`src/rtl/dmem_access_ctrl.sv`:
```
// MEM-stage data-memory sequencer: freezes the pipeline while a load/store runs.
// Optional MEMSTALL_READY_EN: handshake on dm_ready with a TIMEOUT watchdog.
module dmem_access_ctrl #(
    parameter int N       = 64,
    parameter int LATENCY = 2,
    parameter int TIMEOUT = 16
) (
    input  logic         clk,
    input  logic         reset,
    input  logic         memRead,
    input  logic         memWrite,
    input  logic [N-1:0] addr,
    input  logic [N-1:0] writeData,
    output logic         dm_req,
    output logic         dm_we,
    output logic [N-1:0] dm_addr,
    output logic [N-1:0] dm_wdata,
    input  logic [N-1:0] dm_rdata,
    input  logic         dm_ready,
    output logic [N-1:0] readData,
    output logic         PC_enable,
    output logic         stall,
    output logic         protocol_err
);

    localparam logic [1:0] S_IDLE   = 2'd0;
    localparam logic [1:0] S_ACCESS = 2'd1;
    localparam logic [1:0] S_DONE   = 2'd2;

    if (LATENCY < 1 || LATENCY > 15) begin : g_lat_chk
        $error("dmem_access_ctrl: LATENCY must be in 1..15");
    end

    logic [1:0]   state_q, state_d;
    logic         dm_req_q, dm_req_d;
    logic         dm_we_q, dm_we_d;
    logic [N-1:0] dm_addr_q, dm_addr_d;
    logic [N-1:0] dm_wdata_q, dm_wdata_d;
    logic [N-1:0] rdata_q, rdata_d;
    logic         err_q, err_d;
    logic         any_req;

    assign any_req = memRead | memWrite;

`ifdef MEMSTALL_READY_EN
    localparam int TW = $clog2(TIMEOUT + 1);
    logic [TW-1:0] tmo_q, tmo_d;
`else
    localparam int CW = $clog2(LATENCY + 1);
    logic [CW-1:0] cnt_q, cnt_d;
    logic          unused_ready;
    assign unused_ready = dm_ready | (TIMEOUT < 0);
`endif

    always_comb begin
        state_d    = state_q;
        dm_req_d   = dm_req_q;
        dm_we_d    = dm_we_q;
        dm_addr_d  = dm_addr_q;
        dm_wdata_d = dm_wdata_q;
        rdata_d    = rdata_q;
        err_d      = err_q;
`ifdef MEMSTALL_READY_EN
        tmo_d      = tmo_q;
`else
        cnt_d      = cnt_q;
`endif
        unique case (state_q)
            S_IDLE: begin
                if (any_req) begin
                    state_d    = S_ACCESS;
                    dm_req_d   = 1'b1;
                    dm_we_d    = memWrite;
                    dm_addr_d  = addr;
                    dm_wdata_d = writeData;
`ifdef MEMSTALL_READY_EN
                    tmo_d      = '0;
`else
                    cnt_d      = CW'(LATENCY - 1);
`endif
                    // Conflicting request resolves as a store
                    if (memRead && memWrite)
                        err_d = 1'b1;
                end
            end
            S_ACCESS: begin
                if (!any_req)
                    err_d = 1'b1;
`ifdef MEMSTALL_READY_EN
                if (dm_ready) begin
                    if (!dm_we_q)
                        rdata_d = dm_rdata;
                    dm_req_d = 1'b0;
                    state_d  = S_DONE;
                end else if (tmo_q == TW'(TIMEOUT - 1)) begin
                    err_d    = 1'b1;
                    rdata_d  = '0;
                    dm_req_d = 1'b0;
                    state_d  = S_DONE;
                end else begin
                    tmo_d = tmo_q + TW'(1);
                end
`else
                if (cnt_q == '0) begin
                    if (!dm_we_q)
                        rdata_d = dm_rdata;
                    dm_req_d = 1'b0;
                    state_d  = S_DONE;
                end else begin
                    cnt_d = cnt_q - CW'(1);
                end
`endif
            end
            S_DONE: begin
                state_d = S_IDLE;
            end
            default: begin
                state_d = S_IDLE;
            end
        endcase
    end

    always_ff @(posedge clk) begin
        if (reset) begin
            state_q    <= S_IDLE;
            dm_req_q   <= 1'b0;
            dm_we_q    <= 1'b0;
            dm_addr_q  <= '0;
            dm_wdata_q <= '0;
            rdata_q    <= '0;
            err_q      <= 1'b0;
`ifdef MEMSTALL_READY_EN
            tmo_q      <= '0;
`else
            cnt_q      <= '0;
`endif
        end else begin
            state_q    <= state_d;
            dm_req_q   <= dm_req_d;
            dm_we_q    <= dm_we_d;
            dm_addr_q  <= dm_addr_d;
            dm_wdata_q <= dm_wdata_d;
            rdata_q    <= rdata_d;
            err_q      <= err_d;
`ifdef MEMSTALL_READY_EN
            tmo_q      <= tmo_d;
`else
            cnt_q      <= cnt_d;
`endif
        end
    end

    // DONE releases the pipeline for exactly one cycle
    assign stall = ((state_q == S_IDLE) && any_req) || (state_q == S_ACCESS);
    assign PC_enable    = ~stall;
    assign dm_req       = dm_req_q;
    assign dm_we        = dm_we_q;
    assign dm_addr      = dm_addr_q;
    assign dm_wdata     = dm_wdata_q;
    assign readData     = rdata_q;
    assign protocol_err = err_q;

endmodule

```
`config.mk`:
```
export PLATFORM = sky130hd
export DESIGN_NAME = dmem_access_ctrl
export DESIGN_NICKNAME = d
export VERILOG_FILES = /design/src/rtl/dmem_access_ctrl.sv
export SDC_FILE = /design/constraint.sdc
export NUM_CORES = 1
export LEC_CHECK = 0
export ABC_CLOCK_PERIOD_IN_PS = 3000
export BUFFER_PORTS_ARGS = -buffer_cell sky130_fd_sc_hd__buf_2
export CORE_AREA = 3 3 153 155
export CTS_CLUSTER_DIAMETER = 60
export DETAILED_ROUTE_END_ITERATION = 16
export DIE_AREA = 0 0 156 158
export PLACE_DENSITY_LB_ADDON = 0.08
export SKIP_LAST_GASP = 1
export SLEW_MARGIN = 20
export SYNTH_ARGS = -nofsm -noshare
export SYNTH_HDL_FRONTEND = slang
export SYNTH_SLANG_ARGS = --single-unit
export TNS_END_PERCENT = 100
```
`constraint.sdc`:
```
create_clock -name clk -period 3 [get_ports clk]
set_clock_uncertainty 0.15 [all_clocks]
set_input_delay 0 -clock clk [delete_from_list [all_inputs] [get_ports clk]]
set_output_delay 0 -clock clk [all_outputs]
set_load 0.02 [all_outputs]
```
======== Yosys cells after proc, flatten, opt, wreduce, memory -nomap -nowiden ========
Cells that the tools add are included.
word-level totals
  memory bits (writable) .................. 0
  bits of input ports ..................... 197
  register bits after elaboration ......... 199
  memory bits (read-only) ................. 0
  output and inout port bits .............. 197
  memories kept ........................... 0
  latch bits .............................. 0
  logic and storage cells ................. 42
cells by class
  multiply operators ...................... 0
  muxes and demuxes ....................... 12
  bitwise gates (word level) .............. 3
  reduce and logical (&&, ||, !) cells .... 12
  add/subtract/negate cells ............... 1
  divide/modulo/power cells ............... 0
  magnitude comparators ................... 0
  shifts and indexed selects .............. 0
  equality and inequality tests ........... 6
operator list
  operator                                             number
  != test 2 bit, second input constant                 5
  AND reduction 3 bit                                  3
  case mux 2 bit (2 select lines)                      2
  2-to-1 mux 2 bit                                     3
  2-to-1 mux 1 bit                                     5
  zero test 2 bit                                      2
  case mux 1 bit (2 select lines)                      2
  AND reduction 2 bit                                  2
  AND reduction 4 bit                                  1
  equality test 2 x 1 -> 1 bit, second input constant  1
  logical AND 1 bit                                    2
  inverter 1 bit                                       2
  nonzero test 2 bit                                   1
  subtractor 2 x 1 -> 2 bit, second input constant     1
  logical OR 1 bit                                     1
  bitwise OR 1 bit                                     1

======== Longest topological paths before layout ========
  word-level depth ........................ 4
  mapped depth ............................ 7
  mapped depth without buffers ............ 5

======== Least setup slack after synthesis ========
Ideal clock, no wire load.
  path type ............................... register to register
  start ................................... register cnt_q[0]
  end ..................................... register rdata_q[10], in the netlist readData[10]
  clock period less this slack ............ 1.444 ns
  library setup time ...................... 0.132 ns
  stages on the path, launching flop included .. 8
  path slack .............................. 1.556 ns
  data required time ...................... 2.718 ns
  arrival ................................. 1.161 ns
  path through ............................ dfxtp_1 -> inv_1 -> ha_1 -> and4bb_1 -> buf_4 -> buf_6 -> nand2_1 -> a21oi_1
on the way
  longest elaborated chain between the ends .. 2
ends and longest elaborated chain
  element                        line  source
  start, declared                50    logic [CW-1:0] cnt_q, cnt_d;
  start signal, assigned         148   cnt_q <= cnt_d;
  zero test 2 bit                104   if (cnt_q == '0) begin
  AND reduction 3 bit (no line)  n/a
  end signal, assigned           143   rdata_q <= rdata_d;
  end, declared                  39    logic [N-1:0] rdata_q, rdata_d;
Every way passes these cells.
A chain may end at the register's enable or synchronous reset.

======== Worst setup path after layout ========
  start ................................... register state_q[0]
  end ..................................... register dm_wdata_q[19], in the netlist dm_wdata[19]
on the way
  longest elaborated chain between the ends .. 2
ends and longest elaborated chain
  element                        line  source
  start, declared                34    logic [1:0] state_q, state_d;
  start signal, assigned         138   state_q <= state_d;
  zero test 2 bit                68    unique case (state_q)
  AND reduction 2 bit (no line)  n/a
  end signal, assigned           142   dm_wdata_q <= dm_wdata_d;
  end, declared                  38    logic [N-1:0] dm_wdata_q, dm_wdata_d;
Every way passes these cells.

==> reports/results.ini <==
[synthesis]
yosys-top-cells-count=dfxtp_1 (199), a21oi_1 (196), nand2_1 (132), nand3_1 (128), o21ai_1 (100)
synth_warnings=0
yosysUniqueCellTypes=26
synth_ff_type=dfxtp_1
syn_nets=1100
synth.most_common_cell=dfxtp_1
ys_ff_latch=199
yosysTopAreaCell=dfxtp_1
synth_edf_count=0
synth_top_cell_area_share_pct=53.6
syn_inst=901
synth_seq_area_share_pct=53.6
syn_area_per_cell_sq_um=8.25
synthesis.area_sq_um=7430
yosys-top-cells-area=dfxtp_1 (54%), a21oi_1 (13%), nand3_1 (8.6%)
async_flop_share_pct=0

[power_and_ir_drop]
seqPwrFrac_pct=43.0
ir_drop_mv=0.307
power.share.clock_pct=31.9
switching_share_pct=32.0
p_leak_nw=5.72
p_comb_share_pct=25.2
switchingPower_mw=2.21
p_int_mw=4.70
p_per_area_nw_per_um2=553

[placed_design]
place_area_sq_um=9450
gp_congestion=0.771
port_buffers=392
place_hpwl_um=17700

[floorplanning]
dieArea_sq_um=24600
dieWidth_um=156
die_y_um=158
fp-row-count=54
pin_count=394
start_util_pct=33.8
core_area_sq_um=22000

[critical_path]
arrival_ns=2.74
path_max_fanout=63
cp-end-kind=flip-flop
critPathLaunchType=flip-flop
critPathKind=reg -> reg
worstPathRequired_ns=3.22

[global_routing]
gr-usage-all-layers_pct=22.0
antenna_found_initial=0
grt_max_degree=83
grt_pass1_vias=8580
grt_pass1_wl_um=44100
grt_overflow=0

[clock_network]
post_cts_buffers=0
clk-insertion-delay-late_ns=0.42
clk_pin_slew_worst_paths_ns=0.08
cts_root_buf=clkbuf_16
cts.repair.resized=0
cts_buffers=17
cts_sinks=199
cts_buffer_depth=2
cts_max_level=4
cts_tree=done

[detailed_routing]
routed_wl_um=28900
drt.antenna.violating_nets=0
drt_pass1_iterations=7
viasPerCell=4.90
drtIter0Drc=595
post_drt_wl_per_cell_um=16.3
remaining_drc_errors=0
num_vias=8707

[timing]
period_needed_ns=2.52
worst_slew_pin_slew_ns=0.603
drv_slew=0
finalSetupTns_ns=0
grt_setup_unrepaired=false
finalHoldViolations=0
clock.fmax_mhz=397
fin_crit_sh_pct=83.9
slew_headroom_pct=59.8
setup_viol=0

[layout]
drive_above_1_share_pct=29.7
finalCoreUtilization_pct=56.9
area_growth_pct=68.3
diodes=0
fin_area_sq_um=12500
final_nets=1683
fillers=2069

[min_path]
hold_path.class=in -> reg

[job]
drv_cap=0

[status]
status=completed

stage by stage:
stage / hold slack, ns / total power [mW] / std cells / worst slack (ns)
after floorplan: -0.0140 / 3.95 / 901 / 1.56
after global placement: 0.0900 / 4.47 / 1496 / 0.992
after detailed placement: 0.0966 / 4.48 / 1496 / 0.956
after CTS: 0.178 / 6.98 / 1776 / 0.507
after global routing: 0.208 / 7.25 / 1776 / 0.337
final: 0.201 / 6.91 / 1776 / 0.482
sequential cells by signal, summed over array words and instances, names as in the netlist:
signal and count:
cnt_q 2, dm_addr 64, dm_req 1, dm_wdata 64, dm_we 1, protocol_err 1, readData 64, state_q 2
cell families after synthesis:
kind of cell	count (synthesis)	synth area share [%]
and+or+nand+nor	272	16.5
adders and majority gates	2	0.337
DFF	199	53.6
AOI/OAI and AO/OA	330	22.4
buffers and inverters	98	7.22
cell type report:
cell class,instances,area [sq um],share of cell area [%]
timing repair buffer,657,4640,37.1
sequential,199,3980,31.9
clock buffer,19,443,3.54
tap,280,350,2.80
inverter,5,18.8,0.150
multi-input combinational,604,2940,23.5
clock inverter,12,121,0.971
path summary, 6_finish.rpt:
check | endpoint | slack [ns] | depth (start not counted) | from
max reg2reg | dm_wdata[19] | 0.48 | 5 | state_q[0]
min reg2reg | readData[10] | 0.30 | 2 | readData[10]
max | dm_wdata[19] | 0.48 | 5 | state_q[0]
min | readData[16] | 0.20 | 4 | dm_rdata[16]
repair_timing:
item                                    CTS  global route
endpoints found under the hold margin   198             0
hold buffers                            249             0
endpoints found under the setup margin    0             0
power groups by stage:
stage,sequential (mW),clock [mW],combinational (mW)
global route,3.00,2.36,1.90
detailed placement,3.03,0,1.45
finish,2.97,2.20,1.74
floorplan,3.30,0,0.650
CTS,2.97,2.27,1.74
global placement,3.02,0,1.45
worst max-delay path, stage by stage, from the launching register on:
cell and delay [ns]:
dfxtp_1 0.49, or2_4 0.58, buf_12 0.35, o21ai_1 0.11, a21oi_1 0.17, dlygate4sd3_1 0.56
routing by layer:
| layer | track usage (%) | vias to the layer above | wire length, um | share of wire (%) |
|---|---|---|---|---|
| met4 | 9.88 | 0 | 1010 | 3.5 |
| li1 | - | 4270 | - | - |
| met5 | 0 | - | 0 | 0 |
| met1 | 25.1 | 4059 | 11600 | 40 |
| met2 | 38.7 | 309 | 14200 | 49 |
| met3 | 5.88 | 69 | 2130 | 7.4 |
cells in the final DEF (no fill, tap or decap), drive strengths merged, types with 2 or more instances in the layout:
master       count
dlygate4sd3    249
ha               2
o21ai          130
clkinv           9
nor2             4
dfxtp          199
or2              2
a21oi          196
nor3b            2
nand2          132
inv              7
nand3          128
clkbuf          19
buf            408
Note: power is estimated with default switching activity, not from simulation.
